**src/rtl/midi_parser.sv**
```systemverilog
// midi_parser: byte-level MIDI channel-voice decoder feeding the nco.
// Tracks running status and applies monophonic last-note-priority gating.
// NOTE_NUM/NOTE_VEL/PROGRAM/GATE/NOTE_STB are all registered.
module midi_parser #(
    parameter int CHANNEL = 0,
    parameter int OMNI    = 0
) (
    input  logic       CLK,
    input  logic       RST,
    input  logic       CE,
    input  logic [7:0] RX_DATA,
    input  logic       RX_VALID,
    output logic [6:0] NOTE_NUM,
    output logic [6:0] NOTE_VEL,
    output logic [6:0] PROGRAM,
    output logic       GATE,
    output logic       NOTE_STB
);

    typedef enum logic [1:0] {
        IDLE    = 2'd0,
        WAIT_D1 = 2'd1,
        WAIT_D2 = 2'd2
    } state_t;

    localparam logic [3:0] CHAN_SEL = CHANNEL[3:0];
    localparam logic       OMNI_EN  = (OMNI != 0);

    // Status nibbles whose messages carry two data bytes
    function automatic logic two_data_f(input logic [3:0] status);
        logic two_s;
        case (status)
            4'h8, 4'h9, 4'hA, 4'hB, 4'hE: two_s = 1'b1;
            default:                      two_s = 1'b0;
        endcase
        return two_s;
    endfunction

    state_t     state_r,     state_s;
    logic [3:0] status_r,    status_s;
    logic [3:0] chan_r,      chan_s;
    logic [6:0] d1_r,        d1_s;
    logic [6:0] note_num_r,  note_num_s;
    logic [6:0] note_vel_r,  note_vel_s;
    logic [6:0] program_r,   program_s;
    logic       gate_r,      gate_s;
    logic       note_stb_r,  note_stb_s;

    logic       accept_s;
    logic       exec_s;
    logic       chan_ok_s;
    logic [6:0] ex_d1_s;
    logic [6:0] ex_d2_s;

    assign accept_s  = CE & RX_VALID;
    assign chan_ok_s = OMNI_EN | (chan_r == CHAN_SEL);

    // State and output registers; everything holds while CE is low except
    // the note strobe, which is forced back to zero so it never stretches.
    always_ff @(posedge CLK or posedge RST) begin
        if (RST) begin
            state_r    <= IDLE;
            status_r   <= 4'h0;
            chan_r     <= 4'h0;
            d1_r       <= 7'h00;
            note_num_r <= 7'h00;
            note_vel_r <= 7'h00;
            program_r  <= 7'h00;
            gate_r     <= 1'b0;
            note_stb_r <= 1'b0;
        end else if (CE) begin
            state_r    <= state_s;
            status_r   <= status_s;
            chan_r     <= chan_s;
            d1_r       <= d1_s;
            note_num_r <= note_num_s;
            note_vel_r <= note_vel_s;
            program_r  <= program_s;
            gate_r     <= gate_s;
            note_stb_r <= note_stb_s;
        end else begin
            note_stb_r <= 1'b0;
        end
    end

    // Byte classification, running-status sequencing and message execution
    always_comb begin
        state_s    = state_r;
        status_s   = status_r;
        chan_s     = chan_r;
        d1_s       = d1_r;
        note_num_s = note_num_r;
        note_vel_s = note_vel_r;
        program_s  = program_r;
        gate_s     = gate_r;
        note_stb_s = 1'b0;
        exec_s     = 1'b0;
        ex_d1_s    = 7'h00;
        ex_d2_s    = 7'h00;

        if (accept_s) begin
            if (RX_DATA[7:3] == 5'b11111) begin
                // Realtime: invisible to the parser, even mid-message
                state_s = state_r;
            end else if (RX_DATA[7:4] == 4'hF) begin
                // System common: kills running status
                state_s  = IDLE;
                status_s = 4'h0;
            end else if (RX_DATA[7]) begin
                // Channel status: starts a new message, aborting any partial one
                state_s  = WAIT_D1;
                status_s = RX_DATA[7:4];
                chan_s   = RX_DATA[3:0];
            end else begin
                case (state_r)
                    IDLE: begin
                        state_s = IDLE;
                    end
                    WAIT_D1: begin
                        if (two_data_f(status_r)) begin
                            d1_s    = RX_DATA[6:0];
                            state_s = WAIT_D2;
                        end else begin
                            exec_s  = 1'b1;
                            ex_d1_s = RX_DATA[6:0];
                            state_s = WAIT_D1;
                        end
                    end
                    WAIT_D2: begin
                        exec_s  = 1'b1;
                        ex_d1_s = d1_r;
                        ex_d2_s = RX_DATA[6:0];
                        state_s = WAIT_D1;
                    end
                    default: begin
                        state_s = IDLE;
                    end
                endcase
            end
        end else begin
            state_s = state_r;
        end

        if (exec_s && chan_ok_s) begin
            case (status_r)
                4'h9: begin
                    if (ex_d2_s != 7'h00) begin
                        note_num_s = ex_d1_s;
                        note_vel_s = ex_d2_s;
                        gate_s     = 1'b1;
                        note_stb_s = 1'b1;
                    end else if (gate_r && (ex_d1_s == note_num_r)) begin
                        gate_s = 1'b0;
                    end else begin
                        gate_s = gate_r;
                    end
                end
                4'h8: begin
                    // Only releasing the sounding note closes the gate
                    if (gate_r && (ex_d1_s == note_num_r)) begin
                        gate_s = 1'b0;
                    end else begin
                        gate_s = gate_r;
                    end
                end
                4'hC: begin
                    program_s = ex_d1_s;
                end
                default: begin
                    gate_s = gate_r;
                end
            endcase
        end else begin
            gate_s = gate_r;
        end
    end

    assign NOTE_NUM = note_num_r;
    assign NOTE_VEL = note_vel_r;
    assign PROGRAM  = program_r;
    assign GATE     = gate_r;
    assign NOTE_STB = note_stb_r;

endmodule

```
**config.mk**
```make
export PLATFORM = sky130hd
export DESIGN_NAME = midi_parser
export DESIGN_NICKNAME = d
export VERILOG_FILES = /design/src/rtl/midi_parser.sv
export SDC_FILE = /design/constraint.sdc
export NUM_CORES = 1
export LEC_CHECK = 0
export CORE_UTILIZATION = 55
export CTS_CLUSTER_DIAMETER = 100
export CTS_CLUSTER_SIZE = 14
export DETAILED_ROUTE_END_ITERATION = 8
export PLACE_DENSITY = 0.81
export SYNTH_ARGS = -nofsm -noshare
export SYNTH_HDL_FRONTEND = slang
export SYNTH_SLANG_ARGS = --single-unit
```
**constraint.sdc**
```tcl
create_clock -name CLK -period 3.6 [get_ports CLK]
set_input_delay 1.08 -clock CLK [delete_from_list [all_inputs] [get_ports CLK]]
set_output_delay 1.08 -clock CLK [all_outputs]
set_load 0.05 [all_outputs]
```
==> flow_summary.yaml <==
placed_design:
  place_congestion: 0.992
  portBuffers: 34
  pre_cts_slack_ns: 0.319
  post-dp-hpwl_mm: 3.57
detailed_routing:
  drt_iter0_drc: 138
  vias: 1732
  routed_via_density: 5.99
  routedWlPerCell_um: 17.0
  drc: 0
  wl_mm: 4.92
  dr.pass1.iters: 5
  antenna_left: 0
power_and_ir_drop:
  leakagePower_nw: 1.11
  power.total_mw: 1.02
  peakVddDrop_mv: 0.299
  intPower_uw: 732
  p_comb_share_pct: 17.5
  power_density_nw_per_um2: 405
  clkPwrFrac_pct: 27.1
  p_sw_share_pct: 28.6
  switchingPower_uw: 293
  pwr-share-seq_pct: 55.4
floorplanning:
  num_io_pins: 35
  die_width_um: 62.9
  initial_core_util_pct: 59.2
  dieArea_um2: 3950
  core_area_um2: 3440
  die_h_um: 62.9
  row_count: 21
finish:
  fillers: 260
  fin_util_pct: 73.4
  area_growth_pct: 24.0
  diodes: 0
  nNetsFinal: 257
  layout.cells.most_common_list: "dfrtp_1 (40), clkdlybuf4s50_1 (34), nand2_1 (23)"
  mostFrequentLayoutCell: "dfrtp_1"
  drive_above_1_share_pct: 16.0
clocking:
  clk_latency_ns: 0.30
  cts_buffer_depth: 2
  cts_tree: "done"
  htree_levels: 2
  cts-resized-gates: 0
  cts_setup_buffers: 0
  numCtsBuffers: 5
  clock-sinks: 40
  cts-root-buf: "clkbuf_8"
  clk_pin_slew_ns: 0.07
  cts_hold_buf: 0
logic_synthesis:
  synth-seq-cells: 40
  synthFlopType: "dfrtp_1"
  synth_edf_count: 0
  synth_nets: 217
  yosysWarnings: 0
  syn_inst: 203
  avgSynthCellArea_um2: 10.0
  async_flop_share_pct: 100
  ys_seq_area_share_pct: 49.1
  synth_cell_type_count: 40
  syn_area_um2: 2040
timing:
  setup_slack_ns: 0.581
  rsz0062_at_grt: "false"
  final.period_utilization_pct: 83.9
  fin_skew_ns: 0.00871
  period_needed_ns: 3.02
  hold_violations: 0
  hold_ws_ns: 0.507
  final-max-slew-violation-count: 0
  setup_tns_ns: 0
  relSlewSlack_pct: 66.2
  max_slew.worst_pin.slew_ns: 0.505
  setup_viol: 0
  max_freq_mhz: 331
grt:
  grt_pass1_vias: 1746
  grt.overflow.total: 0
  grt_util_all_layers_pct: 28.3
  antenna_found_initial: 0
  grt_max_degree: 41
  grt_pass1_wl_mm: 8.54
critical_path:
  cp.required_ns: 3.78
  cp_max_fo: 8
  cp-start-kind: "input port"
  critical_path.endpoint_type: "register"
  arrival_ns: 3.20
  path_class: "in -> reg"
job:
  max-cap-violations: 0
min_path:
  min_path_type: "reg -> reg"
status:
  status: "finished, final reports clean"
## metrics by stage
| step | instances | instance area (um^2) |
|---|---|---|
| after floorplan | 203 | 2040 |
| after global routing | 289 | 2530 |
| after global placement | 282 | 2450 |
| after CTS | 289 | 2530 |
| final | 289 | 2530 |
| after detailed placement | 282 | 2450 |
## cell families after synthesis
kind of cell,count (synthesis),share of synthesized area [%]
DFF,40,49.1
AOI/OAI and AO/OA,52,16.1
muxes,20,11.0
adders and majority gates,2,1.23
buffers and inverters,28,6.14
and+or+nand+nor,61,16.5
## cell type report
| class | count | area, um^2 | area share [%] |
|---|---|---|---|
| sequential | 40 | 1000 | 39.6 |
| multi-input combinational | 135 | 912 | 36.1 |
| timing repair buffer | 44 | 415 | 16.4 |
| clock buffer | 6 | 72.6 | 2.87 |
| inverter | 17 | 63.8 | 2.52 |
| tap | 46 | 57.6 | 2.28 |
| clock inverter | 1 | 5.00 | 0.198 |
## critical path, stage by stage
cell,delay [ns]
clkdlybuf4s50_1,0.53
and4bb_1,0.41
a311oi_1,0.14
nor4_1,0.29
mux2i_1,0.10
or4_1,0.47
o22a_1,0.18
## per-layer routing
layer	vias to the layer above	track usage, %	part of all wire [%]
li1	798	-	-
met1	841	35.6	41
met2	82	47.4	50
met3	11	6.93	7.2
met4	0	9.01	1.9
met5	-	0	0
## registers in the layout, indices dropped and copies added, names as in the netlist
| name | count |
|---|---|
| NOTE_STB | 1 |
| d1_r | 7 |
| NOTE_NUM | 7 |
| state_r | 2 |
| status_r | 4 |
| chan_r | 4 |
| GATE | 1 |
| NOTE_VEL | 7 |
| PROGRAM | 7 |
## power groups by stage
stage / combinational (mW) / clock, mW / sequential, mW
2_1_floorplan: 0.130 / 0 / 0.554
3_3_place_gp: 0.170 / 0 / 0.568
3_5_place_dp: 0.178 / 0 / 0.574
4_1_cts: 0.179 / 0.283 / 0.566
5_1_grt: 0.199 / 0.306 / 0.576
6_report: 0.179 / 0.278 / 0.568
## path summary, 6_finish.rpt
path,start,to,depth (start not counted),slack (ns)
max,CE,GATE,7,0.58
min,PROGRAM[5],PROGRAM[5],1,0.51
max reg2reg,state_r[0],GATE,8,1.09
min reg2reg,PROGRAM[5],PROGRAM[5],1,0.51
max in group asynchronous,RST,NOTE_NUM[2],3,2.04
min in group asynchronous,RST,PROGRAM[1],3,1.22
## synthesized netlist by cell type (2+ instances only)
cell,count,area [um^2]
a22o_1,5,43.8
nor4_1,2,12.5
nand2_1,23,86.3
nor3_1,2,10.0
a31oi_1,5,31.3
mux2_2,19,214
nand2b_1,3,18.8
inv_1,17,63.8
and3_1,3,18.8
dfrtp_1,40,1000
buf_4,3,22.5
nand3_1,12,60.1
nor2_1,4,15.0
o21ai_0,22,110
clkbuf_1,6,22.5
ha_1,2,25.0
nor2b_1,2,12.5
a21boi_0,2,15.0
a21oi_1,9,45.0
nor3_2,2,20.0
(Power assumes the default switching activity.)
